`src/rtl/riscv_pkg.sv`:
```
// Shared types and defaults for the pipeline control logic.
// Holds the sequencer state encoding and the default mul/div latency.
package riscv_pkg;

    typedef enum logic [0:0] {
        RUN     = 1'b0,
        MD_BUSY = 1'b1
    } pipe_ctrl_state_t;

    localparam int MD_LATENCY_DEFAULT = 32;

endpackage

```
`src/rtl/sat_counter.sv`:
```
// Saturating up-counter with synchronous active-low clear.
// Once it reaches all-ones it holds there instead of wrapping.
module sat_counter #(
    parameter int PERF_W = 32
) (
    input  logic              clk,
    input  logic              rst_n,
    input  logic              inc,
    output logic [PERF_W-1:0] count
);

    // Count qualifying cycles, stopping at the top of the range
    always_ff @(posedge clk) begin
        if (!rst_n) begin
            count <= {PERF_W{1'b0}};
        end else if (inc && (count != {PERF_W{1'b1}})) begin
            count <= count + PERF_W'(1);
        end else begin
            count <= count;
        end
    end

endmodule

```
`src/rtl/pipeline_controller.sv`:
```
// Pipeline register sequencer: merges memory wait, mul/div occupancy, branch redirect
// and load-use stall into per-stage enable/flush/bubble controls plus a stall counter.
module pipeline_controller
    import riscv_pkg::*;
#(
    parameter int MD_LATENCY = MD_LATENCY_DEFAULT,
    parameter int PERF_W     = 32
) (
    input  logic              clk,
    input  logic              rst_n,
    input  logic              LoadUseStall,
    input  logic              BranchTaken_EX,
    input  logic              MdOp_ID_EX,
    input  logic              MemReq_EX_MEM,
    input  logic              DMemReady,
    output logic              PCWriteEnable,
    output logic              WriteEnable_IF_ID,
    output logic              WriteEnable_ID_EX,
    output logic              WriteEnable_EX_MEM,
    output logic              WriteEnable_MEM_WB,
    output logic              Flush_IF_ID,
    output logic              Flush_ID_EX,
    output logic              Bubble_EX_MEM,
    output logic              MdStart,
    output logic              MdHold,
    output logic              MdDone,
    output logic [PERF_W-1:0] StallCycles
);

    localparam int CNT_W = $clog2(MD_LATENCY + 1);
    localparam logic [CNT_W-1:0] CNT_START = CNT_W'(MD_LATENCY - 1);
    localparam logic [CNT_W-1:0] CNT_ZERO  = {CNT_W{1'b0}};

    pipe_ctrl_state_t state_r;
    pipe_ctrl_state_t nextState_s;
    logic [CNT_W-1:0] mdCount_r;
    logic [CNT_W-1:0] nextCount_s;
    logic             memWait_s;

    assign memWait_s = MemReq_EX_MEM & ~DMemReady;

    // Next-state and control decode; memory wait outranks everything so nothing advances
    always_comb begin
        nextState_s        = state_r;
        nextCount_s        = mdCount_r;
        PCWriteEnable      = 1'b1;
        WriteEnable_IF_ID  = 1'b1;
        WriteEnable_ID_EX  = 1'b1;
        WriteEnable_EX_MEM = 1'b1;
        WriteEnable_MEM_WB = 1'b1;
        Flush_IF_ID        = 1'b0;
        Flush_ID_EX        = 1'b0;
        Bubble_EX_MEM      = 1'b0;
        MdStart            = 1'b0;
        MdHold             = 1'b0;
        MdDone             = 1'b0;

        if (!rst_n) begin
            nextState_s        = RUN;
            nextCount_s        = CNT_ZERO;
            PCWriteEnable      = 1'b0;
            WriteEnable_IF_ID  = 1'b0;
            WriteEnable_ID_EX  = 1'b0;
            WriteEnable_EX_MEM = 1'b0;
            WriteEnable_MEM_WB = 1'b0;
            Flush_IF_ID        = 1'b1;
            Flush_ID_EX        = 1'b1;
            Bubble_EX_MEM      = 1'b1;
        end else if (memWait_s) begin
            PCWriteEnable      = 1'b0;
            WriteEnable_IF_ID  = 1'b0;
            WriteEnable_ID_EX  = 1'b0;
            WriteEnable_EX_MEM = 1'b0;
            WriteEnable_MEM_WB = 1'b0;
            MdHold             = (state_r == MD_BUSY);
        end else begin
            case (state_r)
                RUN: begin
                    if (MdOp_ID_EX) begin
                        // The mul/div and any branch share the EX slot, so the op wins
                        MdStart           = 1'b1;
                        nextCount_s       = CNT_START;
                        nextState_s       = MD_BUSY;
                        PCWriteEnable     = 1'b0;
                        WriteEnable_IF_ID = 1'b0;
                        WriteEnable_ID_EX = 1'b0;
                        Bubble_EX_MEM     = 1'b1;
                    end else if (BranchTaken_EX) begin
                        Flush_IF_ID = 1'b1;
                        Flush_ID_EX = 1'b1;
                    end else if (LoadUseStall) begin
                        PCWriteEnable     = 1'b0;
                        WriteEnable_IF_ID = 1'b0;
                        Flush_ID_EX       = 1'b1;
                    end else begin
                        nextState_s = RUN;
                    end
                end
                MD_BUSY: begin
                    if (mdCount_r != CNT_ZERO) begin
                        nextCount_s       = mdCount_r - CNT_W'(1);
                        PCWriteEnable     = 1'b0;
                        WriteEnable_IF_ID = 1'b0;
                        WriteEnable_ID_EX = 1'b0;
                        Bubble_EX_MEM     = 1'b1;
                    end else begin
                        MdDone      = 1'b1;
                        nextState_s = RUN;
                    end
                end
                default: begin
                    nextState_s        = RUN;
                    nextCount_s        = CNT_ZERO;
                    PCWriteEnable      = 1'b0;
                    WriteEnable_IF_ID  = 1'b0;
                    WriteEnable_ID_EX  = 1'b0;
                    WriteEnable_EX_MEM = 1'b0;
                    WriteEnable_MEM_WB = 1'b0;
                    Flush_IF_ID        = 1'b1;
                    Flush_ID_EX        = 1'b1;
                    Bubble_EX_MEM      = 1'b1;
                end
            endcase
        end
    end

    // Sequencer state and mul/div countdown
    always_ff @(posedge clk) begin
        if (!rst_n) begin
            state_r   <= RUN;
            mdCount_r <= CNT_ZERO;
        end else begin
            state_r   <= nextState_s;
            mdCount_r <= nextCount_s;
        end
    end

    sat_counter #(
        .PERF_W(PERF_W)
    ) uStallCounter (
        .clk  (clk),
        .rst_n(rst_n),
        .inc  (~PCWriteEnable),
        .count(StallCycles)
    );

endmodule
```
`config.mk`:
```
export PLATFORM = sky130hd
export DESIGN_NAME = pipeline_controller
export DESIGN_NICKNAME = d
export VERILOG_FILES = /design/src/rtl/riscv_pkg.sv /design/src/rtl/sat_counter.sv /design/src/rtl/pipeline_controller.sv
export SDC_FILE = /design/constraint.sdc
export NUM_CORES = 1
export LEC_CHECK = 0
export ABC_AREA = 1
export CAP_MARGIN = 20
export CORE_UTILIZATION = 54
export CTS_BUF_LIST = sky130_fd_sc_hd__clkbuf_8
export DETAILED_ROUTE_END_ITERATION = 8
export HOLD_SLACK_MARGIN = 0.08
export PLACE_DENSITY = 0.84
export REMOVE_ABC_BUFFERS = 1
export SLEW_MARGIN = 20
export SYNTH_ARGS = -nofsm -noshare
export SYNTH_HDL_FRONTEND = slang
export SYNTH_SLANG_ARGS = --single-unit
```
`constraint.sdc`:
```
create_clock -name clk -period 2.7 [get_ports clk]
set_clock_uncertainty 0.2 [all_clocks]
set_input_delay 0.81 -clock clk [delete_from_list [all_inputs] [get_ports clk]]
set_output_delay 0.81 -clock clk [all_outputs]
set_load 0.01 [all_outputs]
```
==> impl_metrics.toml, run 1 <==
[final_layout]
nNetsFinal = 486
antenna_cells = 0
fin_area_um2 = 3430
mostFrequentLayoutCell = "nand2_1"
area_delta_synth_final_pct = 29.8
mostFrequentLayoutCells = "nand2_1 (142), nor2_1 (71), dfxtp_1 (39)"
fillCellCount = 395
layout-drive-gt1-share = 0.193
final_cells = 544

[floorplan]
die_area_um2 = 5170
die_h_um = 71.9
die_w_um = 71.9
num_rows = 25
coreArea_um2 = 4720
start_util = 0.559
num_io_pins = 50

[clocking]
cts_tree = "built"
clkLatencyLatePin_ps = 300
cts_max_level = 2
numClockSinks = 39
root_buffer = "clkbuf_8"
cts_buffers = 5
postCtsHoldBufs = 0
path_clk_slew_ps = 80
cts_buffer_depth = 2

[worst_setup_path]
crit_top_cell = "inv_2"
path_class = "input port to output port"
cp.required_ps = 1690
path_cells = "dlygate4sd2_1 > inv_2 > nand2_4 > buf_6 > inv_2 > nand2_2 > nor2_2 > buf_2"
crit_buf_inv = 5
crit_fanout = 3
r2r_end = "uStallCounter.count[27]"
timing.rr.start = "uStallCounter.count[0]"
cpPeakStageDelay_ps = 240
r2r_cells = 10
cp-end-kind = "output port"
startpoint_type = "input port"
cp_top_family = "buffers and inverters"
arrival_ps = 1640
cp_slowest_cell = "dlygate4sd2_1"
regToRegSetupSlack_ps = 620

[placed_design]
dpl_cell_area_um2 = 3230
routabilityCongestion = 0.965
dp.cells = 532
port_buffers = 49
hpwlAfterDp_um = 4610

[routing]
ant_nets = 0
dr.first_iter.drc_count = 147
via_count = 2727
dr.pass1.iters = 4
drt-vias-per-instance = 5.01
drt-total-wl_um = 6320
wl_per_cell_um = 11.6
route.detailed.drc = 0

[timing]
timing.fmax_mhz = 378
finalSetupViolations = 0
fin_crit_ps = 2650
worst_pin_slew_ps = 441
fin_crit_sh = 0.980
hold_viol = 0
relSlewSlack = 0.706
slew_violations = 0

[yosys]
yosys_warnings = 0
synth_area_per_cell_um2 = 6.36
yosysUniqueCellTypes = 30
ys_ff_latch = 39
synth_seq_area_share = 0.296
syn_inst = 415
netlist_area_um2 = 2640

[grt]
grt_pass1_vias = 2464
antenna_found_initial = 0
grt_max_degree = 29
grt.overflow.total = 0
grt_pass1_wl_um = 10800
grt_usage = 0.264

[status]
status = "completed"

[worst_hold_path]
min_from = "mdCount_r[4]"
whs_path_depth = 2
hold_class = "flop to flop"
hold_end = "mdCount_r[4]"

[flow_run]
cap_viol_max_count = 0

[power]
power_density_nw_per_um2 = 424
totalPowerFinal_w = 0.00145
p_leak_nw = 1.32
ir_drop_mv = 0.291
==> metrics by stage <==
step | worst slack [ps] | utilization | hold WS (ps) | TNS (ps)
global route | -17.5 | 0.726 | 338 | -17.5
detailed placement | -688 | 0.683 | 285 | -6290
global placement | -603 | 0.683 | 283 | -5770
CTS | 30.2 | 0.720 | 301 | 0
finish | 53.5 | 0.726 | 302 | 0
floorplan | -69.3 | - | 271 | -115
==> cells in the mapped netlist <==
master,instances,share of area
buf_2,1,0.0019
nand3_2,1,0.0038
buf_4,2,0.0057
nand2_8,1,0.0076
a21oi_2,23,0.076
a21oi_1,5,0.0095
buf_8,2,0.011
nor2_8,1,0.0076
nand2_4,2,0.0085
nand2_1,148,0.21
xor2_1,11,0.036
dfxtp_1,39,0.30
nor3_1,6,0.011
buf_12,1,0.0076
xnor2_1,6,0.020
ha_1,3,0.014
buf_6,2,0.0085
inv_4,1,0.0024
inv_1,37,0.053
nand4_1,7,0.017
nor2_1,74,0.11
nand2_2,6,0.014
o211ai_1,1,0.0028
nand3_1,15,0.028
o21ai_1,1,0.0019
clkbuf_1,3,0.0043
or2_2,1,0.0024
nor2_4,1,0.0043
o21ai_0,9,0.017
nor2_2,5,0.012
==> layer usage <==
metal	track usage	vias up	share of wire	wire (µm)
li1	-	1405	-	-
met1	0.314	1226	0.43	2750
met2	0.478	83	0.49	3130
met3	0.0458	13	0.054	339
met4	0.0915	0	0.017	108
met5	0	-	0	0
==> state kept, by name, indices dropped and copies added, names as in the netlist <==
signal,cells
state_r,1
mdCount_r,6
uStallCounter.count,32
==> how the worst max path moves through the flow <==
stage               startpoint           endpoint  slack [ps]  cells past startpoint
finish               DMemReady             MdHold          50                      8
global route         DMemReady             MdHold         -20                      8
floorplan                rst_n  WriteEnable_ID_EX         -70                      2
CTS                 MdOp_ID_EX      PCWriteEnable          30                      8
global placement         rst_n  WriteEnable_IF_ID        -600                      6
detailed placement  MdOp_ID_EX      Bubble_EX_MEM        -690                      8
==> worst min-delay path, delay by kind of cell, from the launching register on <==
| kind | cells | cell delay [ps] |
|---|---|---|
| AO/OA/AOI/OAI | 1 | 50 |
| AND/OR/NAND/NOR | 1 | 70 |
| flip-flops | 1 | 340 |
==> timing repair <==
action	4_1_cts	5_1_grt
pin swaps	6	4
buffers inserted	4	0
endpoints found under the setup margin	11	9
resized for setup	63	10
==> kinds of logic after synthesis <==
kind of cell / after synthesis / share of synthesized area
adder cells (fa/ha/maj): 3 / 0.0142
AND/OR/NAND/NOR: 268 / 0.432
buffers and inverters: 49 / 0.0943
XOR/XNOR: 17 / 0.0564
flip-flops: 39 / 0.296
AO/OA/AOI/OAI: 39 / 0.108
==> power breakdown <==
part | internal [W] | switching, W | total [W] | leakage [nW]
registers | 0.000593 | 0.0000220 | 0.000615 | 0.316
logic | 0.000109 | 0.000138 | 0.000247 | 0.942
clock network | 0.000369 | 0.000222 | 0.000591 | 0.0644
==> cell type report <==
class | count | area (µm²) | share of cell area
Multi-Input combinational cell | 327 | 1670 | 0.487
Clock inverter | 3 | 67.6 | 0.0197
Tap cell | 67 | 83.8 | 0.0245
Timing Repair Buffer | 65 | 613 | 0.179
Clock buffer | 5 | 68.8 | 0.0201
Sequential cell | 39 | 781 | 0.228
Inverter | 38 | 145 | 0.0423
Power figures use the tool's default switching activity.
==> run 2, diff against run 1 <==
- CAP_MARGIN: 20 -> not set
- CORE_MARGIN: not set -> 2
- CORE_UTILIZATION: 54 -> 50
- PLACE_DENSITY: 0.84 -> 0.79
==> run 2 against run 1 <==
Net effect:
- utilization decreased by 5.5 points
- wire length increased by 2.0%
- maximum frequency increased by 0.69%
- combinational power about the same
- first-iteration DRC count increased by 18%
- setup slack improved by 18 ps
- die area increased by 14%
- count of clock-buffer cells in the layout increased by 1
- cell area unchanged
- sequential cell count unchanged
- critical endpoint unchanged
- largest cell class unchanged
==> impl_metrics.toml, run 2 (synthesis results as in run 1) <==
[power]
p_leak_nw = 1.34
power_density_nw_per_um2 = 400
ir_drop_mv = 0.202
p_clk_frac = 0.370
pwr-share-seq = 0.449
combPwrFrac = 0.181
swShare = 0.267
p_int_w = 0.00100
p_sw_w = 0.000365

[floorplan]
num_io_pins = 50
num_rows = 26
coreArea_um2 = 5110
start_util = 0.517
die_area_um2 = 5880
die_h_um = 76.7
die_w_um = 76.7

[worst_setup_path]
arrival_ps = 1620
timing.rr.start = "mdCount_r[1]"
cp.required_ps = 1690
path_cells = "dlygate4sd2_1 > inv_2 > nand2_2 > buf_6 > inv_4 > nand2_2 > nor2_1 > buf_2"
cp.depth = 8
startpoint_type = "input port"
cp-end-kind = "output port"
path_class = "input port to output port"
cp_slowest_cell = "dlygate4sd2_1"
crit_top_cell = "nand2_2"
cpPeakStageDelay_ps = 240
crit_fanout = 3
r2r_end = "uStallCounter.count[13]"
cp_top_family = "buffers and inverters"
regToRegSetupSlack_ps = 330
r2r_cells = 14
crit_buf_inv = 5

[routing]
wl_per_cell_um = 11.7
dr.pass1.iters = 4
ant_nets = 0
dr.first_iter.drc_count = 173
via_count = 2747
route.detailed.drc = 0
drt-total-wl_um = 6450
drt-vias-per-instance = 4.98

[final_layout]
mostFrequentLayoutCell = "nand2_1"
fillCellCount = 477
top_regs = "uStallCounter.count: 32 flops, mdCount_r: 6 flops, state_r: 1 flops"
layout-drive-gt1-share = 0.205
nNetsFinal = 491
regMostFlops = "uStallCounter.count"
mostFrequentLayoutCells = "nand2_1 (142), nor2_1 (72), dfxtp_1 (39)"
area_delta_synth_final_pct = 29.8
largest_register_ffs = 32
antenna_cells = 0

[worst_hold_path]
hold_class = "flop to flop"
hold_end = "mdCount_r[5]"
min_from = "mdCount_r[5]"
whs_path_depth = 2

[timing]
hold_viol = 0
worst_pin_slew_ps = 387
timing.fmax_mhz = 380
slew_violations = 0
fin_crit_ps = 2630
finalSetupViolations = 0
whs_ps = 301
fin_crit_sh = 0.973
setup_ws_ps = 71.6
relSlewSlack = 0.742
rsz0062_at_grt = "no"

[clocking]
path_clk_slew_ps = 80
cts_buffer_depth = 2
cts_tree = "built"
postCtsHoldBufs = 0
root_buffer = "clkbuf_8"
cts_max_level = 2
numClockSinks = 39
clkLatencyLatePin_ps = 300
cts_buffers = 5

[placed_design]
routabilityCongestion = 0.970
pre_cts_slack_ps = -636
hpwlAfterDp_um = 4690
port_buffers = 49

[status]
status = "completed"

[grt]
grt_max_degree = 26
grt_pass1_wl_um = 11300
grt_pass1_vias = 2507
grt_usage = 0.229
antenna_found_initial = 0
grt.overflow.total = 0

[flow_run]
cap_viol_max_count = 0
run 2: per-stage QoR:
stage | cell area (µm²) | power (W) | utilization | instances | TNS [ps]
after global placement | 3240 | 0.000853 | 0.634 | 538 | -5910
after CTS | 3390 | 0.00138 | 0.664 | 551 | 0
after floorplan | 2540 | 0.000753 | - | 404 | -115
final | 3430 | 0.00137 | 0.671 | 552 | 0
after global routing | 3430 | 0.00145 | 0.671 | 552 | 0
after detailed placement | 3240 | 0.000857 | 0.634 | 538 | -6400
run 2: power groups by stage:
stage	Clock, W	Sequential, W	Combinational (W)
detailed placement	0	0.000628	0.000230
global route	0.000555	0.000619	0.000277
finish	0.000507	0.000615	0.000248
floorplan	0	0.000626	0.000126
global placement	0	0.000627	0.000226
CTS	0.000522	0.000615	0.000240
run 2: worst register-to-register path, cell delays in order, from the launching register on:
cell       delay [ps]
dfxtp_1           320
inv_1              90
ha_1              150
nand3_1           120
nand2_1           140
nand3_2           100
buf_4             140
buf_4             120
buf_4             120
buf_4             120
buf_4             160
nand2_8           150
clkbuf_16         190
nand2_1            70
a21oi_2           130
run 2: worst max-delay path by stage:
stage / from / endpoint / slack (ps)
after floorplan: rst_n / WriteEnable_ID_EX / -70
after global placement: rst_n / WriteEnable_IF_ID / -590
after detailed placement: DMemReady / PCWriteEnable / -640
after CTS: BranchTaken_EX / PCWriteEnable / 9
after global routing: rst_n / WriteEnable_IF_ID / 3
final: DMemReady / MdHold / 70
run 2: timing repair:
| action | CTS | global route |
|---|---|---|
| pin swaps | 8 | 2 |
| cloned | 0 | 1 |
| buffers inserted | 5 | 0 |
| gates resized for setup | 67 | 8 |
| endpoints found under the setup margin | 11 | 29 |
run 2: area by class of cell:
| class | count | area [µm²] | area share |
|---|---|---|---|
| Inverter | 38 | 150 | 0.0438 |
| Multi-Input combinational cell | 327 | 1650 | 0.480 |
| Clock inverter | 2 | 35.0 | 0.0102 |
| Clock buffer | 6 | 82.6 | 0.0241 |
| Sequential cell | 39 | 781 | 0.228 |
| Tap cell | 70 | 87.6 | 0.0255 |
| Timing Repair Buffer | 70 | 646 | 0.188 |
run 2: per-layer routing:
metal,part of all wire,routed length (µm),global-route usage,vias to the layer above
li1,-,-,-,1419
met3,0.059,382,0.0541,11
met5,0,0,0,-
met1,0.46,2950,0.292,1236
met2,0.46,2990,0.379,81
met4,0.019,121,0.0800,0
